--- config.mk ---
export PLATFORM = sky130hd
export DESIGN_NAME = hazard_ctrl
export DESIGN_NICKNAME = d
export VERILOG_FILES = /design/src/rtl/pipe_ctrl_pkg.sv /design/src/rtl/sat_counter.sv /design/src/rtl/hazard_ctrl.sv
export SDC_FILE = /design/constraint.sdc
export NUM_CORES = 1
export LEC_CHECK = 0
export CORE_ASPECT_RATIO = 0.5
export CORE_MARGIN = 3
export CORE_UTILIZATION = 55
export DETAILED_ROUTE_END_ITERATION = 8
export DONT_BUFFER_PORTS = 1
export PLACE_DENSITY = 0.76
export SETUP_SLACK_MARGIN = 0.2
export SLEW_MARGIN = 15
export SYNTH_ARGS = -nofsm -noshare
export SYNTH_HDL_FRONTEND = slang
export SYNTH_SLANG_ARGS = --single-unit
--- constraint.sdc ---
create_clock -name clk_i -period 6.4 [get_ports clk_i]
set_input_delay 1.28 -clock clk_i [delete_from_list [all_inputs] [get_ports clk_i]]
set_output_delay 1.28 -clock clk_i [all_outputs]
set_load 0.05 [all_outputs]
--- src/rtl/pipe_ctrl_pkg.sv ---
// Shared types for the pipeline hazard controller: FSM state encoding and writeback selects.
// No logic; no latency; no backpressure.
// Consumers import the whole package.
package pipe_ctrl_pkg;

  typedef enum logic [1:0] {
    RUN      = 2'd0,
    MEM_WAIT = 2'd1,
    ERR      = 2'd2
  } state_e;

  localparam logic [1:0] WB_ALU = 2'b00;
  localparam logic [1:0] WB_MEM = 2'b01;
  localparam logic [1:0] WB_PC4 = 2'b10;

endpackage

--- src/rtl/sat_counter.sv ---
// Saturating up-counter with synchronous clear.
// One-cycle update latency; clear wins over increment.
// No backpressure; sticks at all-ones.
module sat_counter #(
  parameter int W = 32
) (
  input  logic         clk_i,
  input  logic         clr,
  input  logic         inc,
  output logic [W-1:0] cnt
);

  always_ff @(posedge clk_i) begin
    if (clr) begin
      cnt <= '0;
    end else if (inc && (cnt != '1)) begin
      cnt <= cnt + 1'b1;
    end
  end

endmodule

--- src/rtl/hazard_ctrl.sv ---
// Pipeline hazard controller: load-use stall, branch flush, memory-wait stall with timeout.
// Enables/flushes are combinational (zero latency); counters and state update one cycle later.
// A pending memory access freezes the whole pipe until ack; timeout locks into ERR until reset.
module hazard_ctrl
  import pipe_ctrl_pkg::*;
#(
  parameter int TIMEOUT = 255,
  parameter int CNT_W   = 32
) (
  input  logic             clk_i,
  input  logic             rst_i,
  input  logic [4:0]       rs1_addr_ID,
  input  logic [4:0]       rs2_addr_ID,
  input  logic             rs1_used_ID,
  input  logic             rs2_used_ID,
  input  logic [4:0]       rd_addr_EX,
  input  logic             RegWEn_EX,
  input  logic [1:0]       WBSel_EX,
  input  logic             PCSel_EX,
  input  logic             mem_req_MEM,
  input  logic             mem_ack_i,
  output logic             pc_en_o,
  output logic             en_IF_ID_o,
  output logic             flush_IF_ID_o,
  output logic             en_ID_EX_o,
  output logic             flush_ID_EX_o,
  output logic             en_EX_MEM_o,
  output logic [CNT_W-1:0] stall_cnt_o,
  output logic [CNT_W-1:0] flush_cnt_o,
  output logic             err_o,
  output logic [1:0]       state_o
);

  localparam int WAIT_W = ($clog2(TIMEOUT + 1) < 1) ? 1 : $clog2(TIMEOUT + 1);
  // wait_cnt counts stalled cycles already taken; the TIMEOUT-th one is the last allowed.
  localparam logic [WAIT_W-1:0] WAIT_LAST = WAIT_W'(TIMEOUT - 1);

  state_e            state, state_nxt;
  logic [WAIT_W-1:0] wait_cnt, wait_cnt_nxt;
  logic              load_use, mem_stall, flush_rule;
  logic              stall_inc, flush_inc;

  assign load_use  = RegWEn_EX && (WBSel_EX == WB_MEM) && (rd_addr_EX != 5'd0) &&
                     ((rs1_used_ID && (rs1_addr_ID == rd_addr_EX)) ||
                      (rs2_used_ID && (rs2_addr_ID == rd_addr_EX)));
  assign mem_stall = mem_req_MEM && !mem_ack_i;

  always_ff @(posedge clk_i) begin
    if (rst_i) begin
      state    <= RUN;
      wait_cnt <= '0;
    end else begin
      state    <= state_nxt;
      wait_cnt <= wait_cnt_nxt;
    end
  end

  always_comb begin
    state_nxt    = state;
    wait_cnt_nxt = wait_cnt;
    case (state)
      RUN: begin
        wait_cnt_nxt = '0;
        if (mem_stall) begin
          state_nxt    = MEM_WAIT;
          wait_cnt_nxt = WAIT_W'(1);
        end
      end
      MEM_WAIT: begin
        if (!mem_stall) begin
          state_nxt    = RUN;
          wait_cnt_nxt = '0;
        end else if (wait_cnt >= WAIT_LAST) begin
          state_nxt = ERR;
        end else begin
          wait_cnt_nxt = wait_cnt + 1'b1;
        end
      end
      ERR:     state_nxt = ERR;
      default: state_nxt = RUN;
    endcase
  end

  // Reset forces RUN behaviour even while the state register still reads ERR.
  always_comb begin
    pc_en_o       = 1'b1;
    en_IF_ID_o    = 1'b1;
    flush_IF_ID_o = 1'b0;
    en_ID_EX_o    = 1'b1;
    flush_ID_EX_o = 1'b0;
    en_EX_MEM_o   = 1'b1;
    flush_rule    = 1'b0;
    if (!rst_i && (state == ERR)) begin
      pc_en_o       = 1'b0;
      en_IF_ID_o    = 1'b0;
      en_ID_EX_o    = 1'b0;
      en_EX_MEM_o   = 1'b0;
      flush_IF_ID_o = 1'b1;
      flush_ID_EX_o = 1'b1;
    end else if (mem_stall) begin
      pc_en_o     = 1'b0;
      en_IF_ID_o  = 1'b0;
      en_ID_EX_o  = 1'b0;
      en_EX_MEM_o = 1'b0;
    end else if (PCSel_EX) begin
      flush_IF_ID_o = 1'b1;
      flush_ID_EX_o = 1'b1;
      flush_rule    = 1'b1;
    end else if (load_use) begin
      pc_en_o       = 1'b0;
      en_IF_ID_o    = 1'b0;
      flush_ID_EX_o = 1'b1;
    end
  end

  assign stall_inc = (state != ERR) && !pc_en_o;
  assign flush_inc = (state != ERR) && flush_rule;
  assign err_o     = (state == ERR);
  assign state_o   = state;

  sat_counter #(.W(CNT_W)) u_stall_cnt (
    .clk_i (clk_i),
    .clr   (rst_i),
    .inc   (stall_inc),
    .cnt   (stall_cnt_o)
  );

  sat_counter #(.W(CNT_W)) u_flush_cnt (
    .clk_i (clk_i),
    .clr   (rst_i),
    .inc   (flush_inc),
    .cnt   (flush_cnt_o)
  );

endmodule

==> out/metrics.csv, run 1 <==
metric,value,unit
critical_path.max_fanout,34,
grt_max_degree,76,
worstPathRequired,5120,ps
avgSynthCellArea,8.40,um2
grt_pass1_vias,3093,
io_pins,98,
num_rows,21,
min_path_type,flip-flop to flip-flop,
ir_drop,0.161,mV
synth.most_common_cell,dfxtp_1,
cts-hold-fix-buffers,0,
grt_pass1_wl,14600,um
synth_ff_type,dfxtp_1,
cts_tree,yes,
cts_max_level,3,
cts_root_buffer,clkbuf_16,
cts_inserted_buffers,9,
num_antenna_cells,0,
ys_types,53,
nNetsFinal,485,
setup_viol,0,
fin_crit_sh,70.1,%
grt_use_total,21.3,%
viasPerCell,6.24,
ys_ff_latch,74,
ys_seq_area_share,37.6,%
final_antenna_net_count,0,
cts_sinks,74,
async_flop_share,0,%
setup.worst_path.start_class,flip-flop,
cts.clk_slew.worst_paths,60,ps
relSlewSlack,33.6,%
area_delta_synth_final,7.75,%
crit_type,flip-flop to output port,
start_util,57.9,%
end_kind,output port,
hold_viol_final,0,
synth_edf_count,0,
clock.fmax,0.223,GHz
power_density,244,nW/um2
min_period,4490,ps
p_leak,1.39,nW
clock_path_buffers,2,
netlist_top_cells_count,"dfxtp_1, nor2_1, nand3_1",
drive_gt1_share,7.81,%
worst_skew_pair.late_latency,330,ps
fillers,585,
synth_area_leaders,"dfxtp_1, xor2_1, nor2_1",
routedWlPerCell,15.9,um
syn_inst,469,
fp.dieH,65.9,um
vias,3450,
syn_nets,498,
dpl.hpwl,5850,um
grt.overflow.total,0,
tightest_slew,993,ps
dr.pass1.iters,4,
ctsResizeCount,0,
synth_top_cell_by_area,dfxtp_1,
drc,0,
portBuffers,0,
die_area,8280,um2
yosysWarnings,0,
place_congestion,0.766,
yosysTopAreaCellShare,37.6,%
core,6810,um2
place_ws,2030,ps
die_w,126,um
skew,6.45,ps
final.setup.tns,0,ps
drt_iter0_markers,233,
finalWirelength,8800,um
drv_cap,0,
maxSlewViolCount,0,
status,"complete, no violations",
antenna_found_initial,0,
worst_ep_arrival_time,3210,ps
layout_setup_ws,1910,ps
synth_area,3940,um2
cts_setup_buffers,0,
rsz0062_at_grt,false,
==> per-layer routing <==
layer / part of all wire (%) / GRT usage, %
met5: 0 / 0
met4: 0.97 / 6.08
met3: 5.8 / 8.95
met2: 46 / 33.7
met1: 47 / 27.0
==> registers in the layout, indices dropped and copies added, names as in the netlist <==
name / flops
u_stall_cnt.cnt: 32
u_flush_cnt.cnt: 32
state_o: 2
wait_cnt: 8
==> logic make-up (layout without fill, tap and decap cells) <==
group | Yosys count | after routing | share of synthesized area (%)
AOI/OAI and AO/OA | 76 | 76 | 11.5
adders and majority gates | 4 | 4 | 1.27
and+or+nand+nor | 235 | 235 | 34.3
xor gates and xnor gates | 43 | 43 | 9.56
buffers and inverters | 33 | 25 | 4.48
muxes | 4 | 4 | 1.24
DFF | 74 | 74 | 37.6
==> final timing paths <==
kind	to	start	cells after the start	slack, ps
worst max-delay path	en_IF_ID_o	state_o[0]$_SDFFE_PP0P_	6	1910
worst max register to register	u_stall_cnt.cnt[29]$_SDFFE_PP0P_	state_o[0]$_SDFFE_PP0P_	8	3090
worst min-delay path	wait_cnt[7]$_SDFFE_PP0P_	wait_cnt[7]$_SDFFE_PP0P_	2	490
worst min register to register	wait_cnt[7]$_SDFFE_PP0P_	wait_cnt[7]$_SDFFE_PP0P_	2	490
==> cells in the final DEF, fill, tap and decap left out, types with 2 or more instances in the layout <==
| cell | instances |
|---|---|
| nand2_1 | 20 |
| xor2_1 | 33 |
| nand3_1 | 38 |
| and2_1 | 6 |
| a21oi_1 | 35 |
| clkbuf_1 | 2 |
| o31ai_1 | 17 |
| clkbuf_16 | 9 |
| nand4_4 | 2 |
| bufinv_16 | 2 |
| clkinv_2 | 2 |
| buf_4 | 2 |
| or2_1 | 2 |
| nor4_1 | 6 |
| nand4_1 | 31 |
| or3_1 | 14 |
| nor2_1 | 53 |
| dfxtp_1 | 74 |
| inv_1 | 7 |
| ha_1 | 4 |
| and4_1 | 5 |
| or4_2 | 3 |
| xnor2_1 | 10 |
| nor3_1 | 7 |
| o21ai_0 | 13 |
| nor2b_1 | 5 |
| or4_1 | 14 |
| mux2_2 | 3 |
| and3_1 | 17 |
==> critical path, cell delays in order, from the launching register on <==
cell and delay (ps):
dfxtp_1 720, nand2b_4 390, nor2_1 100, nor2_2 110
buf_4 300, a21boi_4 690, buf_4 560
==> final cells by class <==
cell class	count	area, um2	share of cell area, %
clock inverter	5	78.8	1.86
inverter	7	26.3	0.619
tap	92	115	2.71
clock buffer	11	233	5.48
multi-input combinational	362	2300	54.1
sequential	74	1480	34.9
timing repair buffer	2	15.0	0.354
==> stage by stage <==
step	cell area (um2)	std cells	total power [mW]	hold WS [ps]	util, %
after floorplan	3940	469	0.520	437	-
after global placement	3930	537	0.518	464	57.8
after detailed placement	3930	537	0.518	483	57.8
after CTS	4250	553	1.05	496	62.4
after global routing	4250	553	1.07	547	62.4
final	4250	553	1.04	490	62.4
==> power by group <==
part	leakage [nW]	switching (mW)	internal [mW]	total, mW
Combinational	0.643	0.0222	0.0117	0.0339
Sequential	0.597	0.0112	0.463	0.474
Clock	0.153	0.189	0.341	0.529
Total	1.39	0.222	0.816	1.04
Power figures use the tool's default switching activity.
==> run 2: changes to the inputs <==
--- a/config.mk
+++ b/config.mk
@@ -10,7 +10,7 @@
 export CORE_UTILIZATION = 55
 export DETAILED_ROUTE_END_ITERATION = 8
 export DONT_BUFFER_PORTS = 1
-export PLACE_DENSITY = 0.76
+export PLACE_DENSITY = 0.79
 export SETUP_SLACK_MARGIN = 0.2
 export SLEW_MARGIN = 15
 export SYNTH_ARGS = -nofsm -noshare
==> constraint.sdc (replaced) <==
create_clock -name clk_i -period 4 [get_ports clk_i]
set_input_delay 0.8 -clock clk_i [delete_from_list [all_inputs] [get_ports clk_i]]
set_output_delay 0.8 -clock clk_i [all_outputs]
set_load 0.05 [all_outputs]
==> out/metrics.csv, run 2 (same netlist as run 1, synthesis figures left out) <==
metric,value,unit,change
die_w,126,um,unchanged
nNetsFinal,488,,was 485
status,"complete, no violations",,unchanged
drt_iter0_markers,318,,was 233
cts_root_buffer,clkbuf_16,,unchanged
vias,3441,,was 3450
cts_setup_buffers,0,,unchanged
num_antenna_cells,0,,unchanged
viasPerCell,6.20,,was 6.24
critical_path.max_fanout,14,,was 34
start_util,57.9,%,unchanged
clock_path_buffers,2,,unchanged
end_kind,output port,,unchanged
cts_tree,yes,,unchanged
fin_crit_sh,80.4,%,
cts_sinks,74,,unchanged
worst_ep_arrival_time,2420,ps,was 3210 ps
cts-hold-fix-buffers,0,,unchanged
min_path_type,flip-flop to flip-flop,,unchanged
hold_viol_final,0,,unchanged
relSlewSlack,45.8,%,was 33.6%
ir_drop,0.322,mV,was 0.161 mV
min_period,3220,ps,
utilization,63.0,%,was 62.4%
drc,0,,unchanged
post_dp_cell_area,3970,um2,was 3930 um2
worstPathRequired,3200,ps,was 5120 ps
skew,4.09,ps,was 6.45 ps
power_density,394,nW/um2,was 244 nW/um2
final_common_cell,dfxtp_1,,unchanged
drv_cap,0,,unchanged
fp.dieH,65.9,um,unchanged
antenna_found_initial,0,,unchanged
place_congestion,0.792,,was 0.766
ctsResizeCount,0,,unchanged
cts.clk_slew.worst_paths,60,ps,about the same
routedWlPerCell,16.2,um,was 15.9 um
num_rows,21,,unchanged
p_leak,1.42,nW,was 1.39 nW
finalWirelength,8980,um,was 8800 um
drive_gt1_share,8.21,%,was 7.81%
grt_use_total,22.1,%,was 21.3%
dr.pass1.iters,4,,unchanged
portBuffers,0,,unchanged
layout_setup_ws,784,ps,was 1910 ps
grt_pass1_wl,15000,um,was 14600 um
grt_max_degree,76,,unchanged
die_area,8280,um2,unchanged
core,6810,um2,unchanged
clock.fmax,0.311,GHz,
io_pins,98,,unchanged
final_antenna_net_count,0,,unchanged
place_ws,1060,ps,was 2030 ps
dpl.hpwl,6060,um,was 5850 um
top_regs,"u_flush_cnt.cnt: 32 flops, u_stall_cnt.cnt: 32 flops, wait_cnt: 8 flops",,unchanged
mostFrequentLayoutCells,"dfxtp_1, nor2_1, nand3_1",,unchanged
area_delta_synth_final,8.86,%,was 7.75%
setup.worst_path.start_class,flip-flop,,unchanged
cts_max_level,3,,unchanged
tightest_slew,812,ps,was 993 ps
maxSlewViolCount,0,,unchanged
setup_viol,0,,unchanged
cts_inserted_buffers,9,,unchanged
rsz0062_at_grt,false,,unchanged
final.setup.tns,0,ps,unchanged
grt_pass1_vias,3148,,was 3093
grt.overflow.total,0,,unchanged
crit_type,flip-flop to output port,,unchanged
worst_skew_pair.late_latency,330,ps,about the same
final_design_area_no_fill,4290,um2,was 4250 um2
run 2: cell types whose count changed in the layout (fill, tap and decap cells not counted), sizes merged:
cell / previous run / this run
buf: 2 / 5
clkinv: 3 / 0
clkbuf: 11 / 13
run 2: layout make-up:
class	instances	area [um2]
clock inverters	2	60.1
repair buffers	5	50.0
multi-input cells	362	2300
flip-flops and latches	74	1480
well taps	92	115
fillers	583	2520
inverters	7	26.3
clock buffers	13	260
run 2: worst paths after layout:
path	from	to	slack, ps	cells after the start
setup / recovery	state_o[1]$_SDFFE_PP0P_	flush_ID_EX_o	780	5
hold / removal	wait_cnt[7]$_SDFFE_PP0P_	wait_cnt[7]$_SDFFE_PP0P_	490	2
setup reg to reg	u_flush_cnt.cnt[10]$_SDFFE_PP0P_	u_flush_cnt.cnt[30]$_SDFFE_PP0P_	1230	6
hold reg to reg	wait_cnt[7]$_SDFFE_PP0P_	wait_cnt[7]$_SDFFE_PP0P_	490	2
run 2: per-layer routing:
layer  GRT usage (%)  part of all wire (%)  vias to the layer above
met2            35.7                    46                      102
met5               0                     0                        -
met1            27.0                    45                     1629
li1                -                     -                     1700
met3            9.52                   7.6                       10
met4            6.62                   1.1                        0
run 2: critical path: stages, from the launching register on:
cell and delay (ps):
dfxtp_1 780, nand2b_4 270, nor2_1 220, a21o_1 410, o21bai_1 180, buf_4 220
run 2: stage by stage:
step                total power [mW]  instances  hold slack [ps]
floorplan                      0.832        469              437
global placement               0.832        540              464
detailed placement             0.834        540              469
CTS                             1.71        555              486
global route                    1.75        555              516
finish                          1.69        555              486
run 2: power breakdown:
group	total [mW]	switching [mW]	internal [mW]	leakage, nW
clock network	0.872	0.295	0.577	0.156
logic	0.0607	0.0384	0.0223	0.664
registers	0.757	0.0159	0.741	0.597
total	1.69	0.350	1.34	1.42
==> run 3: changes to the inputs <==
==> constraint.sdc (replaced) <==
create_clock -name clk_i -period 2.7 [get_ports clk_i]
set_input_delay 0.54 -clock clk_i [delete_from_list [all_inputs] [get_ports clk_i]]
set_output_delay 0.54 -clock clk_i [all_outputs]
set_load 0.05 [all_outputs]
==> out/metrics.csv, run 3 (same netlist as run 1, synthesis figures left out) <==
metric,value,unit,change
status,"complete, no violations",,unchanged
clock.fmax,0.420,GHz,
ctsResizeCount,0,,unchanged
final.setup.tns,0,ps,unchanged
maxSlewViolCount,0,,unchanged
worstPathRequired,2940,ps,was 3200 ps
drc,0,,unchanged
portBuffers,0,,unchanged
critical_path.max_fanout,17,,was 14
start_util,57.9,%,unchanged
cts_inserted_buffers,9,,unchanged
cts_max_level,3,,unchanged
grt_max_degree,76,,unchanged
fillers,510,,was 583
die_w,126,um,unchanged
power_frac_clock,50.0,%,was 51.6%
reg2reg_depth,6,,unchanged
rsz0062_at_grt,false,,unchanged
routedWlPerCell,15.6,um,was 16.2 um
relSlewSlack,60.1,%,was 45.8%
min_path_type,input port to flip-flop,,was flip-flop to flip-flop
die_area,8280,um2,unchanged
grt_pass1_wl,15400,um,was 15000 um
p_int,1.86,mW,was 1.34 mW
num_antenna_cells,0,,unchanged
pwr-share-comb,4.9,%,was 3.6%
ir_drop,0.338,mV,was 0.322 mV
fp.dieH,65.9,um,unchanged
viasPerCell,5.93,,was 6.20
area_delta_synth_final,21.5,%,was 8.86%
num_rows,21,,unchanged
dr.pass1.iters,4,,unchanged
seq_area,1500,um2,was 1480 um2
crit_type,flip-flop to flip-flop,,was flip-flop to output port
final_common_cell,buf_4,,was dfxtp_1
switchingPower,0.582,mW,was 0.350 mW
vias,3683,,was 3441
p_leak,1.76,nW,was 1.42 nW
sw_frac_of_total,23.8,%,was 20.7%
cts.clk_slew.worst_paths,60,ps,about the same
seq_power_share,45.2,%,was 44.8%
final_antenna_net_count,0,,unchanged
setup_viol,0,,unchanged
io_pins,98,,unchanged
end_kind,flip-flop,,was output port
top_regs,"u_flush_cnt.cnt: 32 flops, u_stall_cnt.cnt: 32 flops, wait_cnt: 8 flops",,unchanged
drv_cap,0,,unchanged
nNetsFinal,553,,was 488
drive_gt1_share,22.5,%,was 8.21%
core,6810,um2,unchanged
antenna_found_initial,0,,unchanged
cts_setup_buffers,0,,unchanged
place_congestion,0.833,,was 0.792
utilization,70.4,%,was 63.0%
place_ws,280,ps,was 1060 ps
min_path_cells,1,,was 2
grt_use_total,23.1,%,was 22.1%
cts_root_buffer,clkbuf_16,,unchanged
mostFrequentLayoutCells,"buf_4, dfxtp_1, nor2_1",,"was dfxtp_1, nor2_1, nand3_1"
cts_sinks,74,,unchanged
cts-hold-fix-buffers,0,,unchanged
worst_ep_arrival_time,2620,ps,was 2420 ps
grt_pass1_vias,3360,,was 3148
skew,5.57,ps,was 4.09 ps
dpl.hpwl,6800,um,was 6060 um
hold_viol_final,0,,unchanged
finalWirelength,9690,um,was 8980 um
power_density,510,nW/um2,was 394 nW/um2
min_period,2380,ps,
grt.overflow.total,0,,unchanged
layout_setup_ws,321,ps,was 784 ps
worst_skew_pair.late_latency,350,ps,was 330 ps
cts_tree,yes,,unchanged
clock_path_buffers,2,,unchanged
setup.worst_path.start_class,flip-flop,,unchanged
tightest_slew,598,ps,was 812 ps
multi_input_area,2310,um2,was 2300 um2
drt_iter0_markers,293,,was 318
fin_crit_sh,88.1,%,
run 3: cell types whose count changed in the layout (fill, tap and decap cells not counted), sizes merged:
cell      change
inv           +3
clkbuf        -4
buf          +65
bufinv        -1
clkinvlp      +3
run 3: critical path: stages, from the launching register on:
cell     delay [ps]
dfxtp_2         550
nand4_4         150
or3_1           420
or4_4           620
nand2_8         180
nor4_2           60
mux2_4          300
run 3: metal layers:
layer	track usage, %	vias up	part of all wire [%]	wire, um
met3	9.19	22	7.3	705
met5	0	-	0	0
met4	9.32	0	2.3	219
li1	-	1828	-	-
met2	37.4	104	47	4590
met1	27.8	1729	43	4170
run 3: power by group through the flow:
stage                     clock, mW  combinational (mW)  sequential, mW
after global routing           1.29               0.128            1.10
after global placement            0               0.115            1.13
after floorplan                   0              0.0910            1.15
final                          1.22               0.119            1.10
after detailed placement          0               0.119            1.13
after CTS                      1.24               0.119            1.10
run 3: cell type report:
cell class	count	share of cell area [%]
multi-input cells	362	48.2
flip-flops and latches	74	31.4
repair buffers	70	11.2
clock buffers	9	4.70
well taps	92	2.40
clock inverters	7	1.59
inverters	7	0.549
run 3: worst paths after layout:
path,to,slack [ps],from
setup / recovery,u_stall_cnt.cnt[12]$_SDFFE_PP0P_,320,u_stall_cnt.cnt[15]$_SDFFE_PP0P_
hold / removal,u_stall_cnt.cnt[4]$_SDFFE_PP0P_,260,rst_i
hold reg to reg,wait_cnt[7]$_SDFFE_PP0P_,490,wait_cnt[7]$_SDFFE_PP0P_
setup reg to reg,u_stall_cnt.cnt[12]$_SDFFE_PP0P_,320,u_stall_cnt.cnt[15]$_SDFFE_PP0P_
run 3: per-stage QoR:
stage	std cells	area (um2)	hold WS (ps)	power, mW
2_1_floorplan	469	3980	437	1.24
3_3_place_gp	605	4480	461	1.24
3_5_place_dp	605	4480	472	1.25
4_1_cts	621	4780	244	2.47
5_1_grt	621	4790	245	2.52
6_report	621	4790	258	2.44
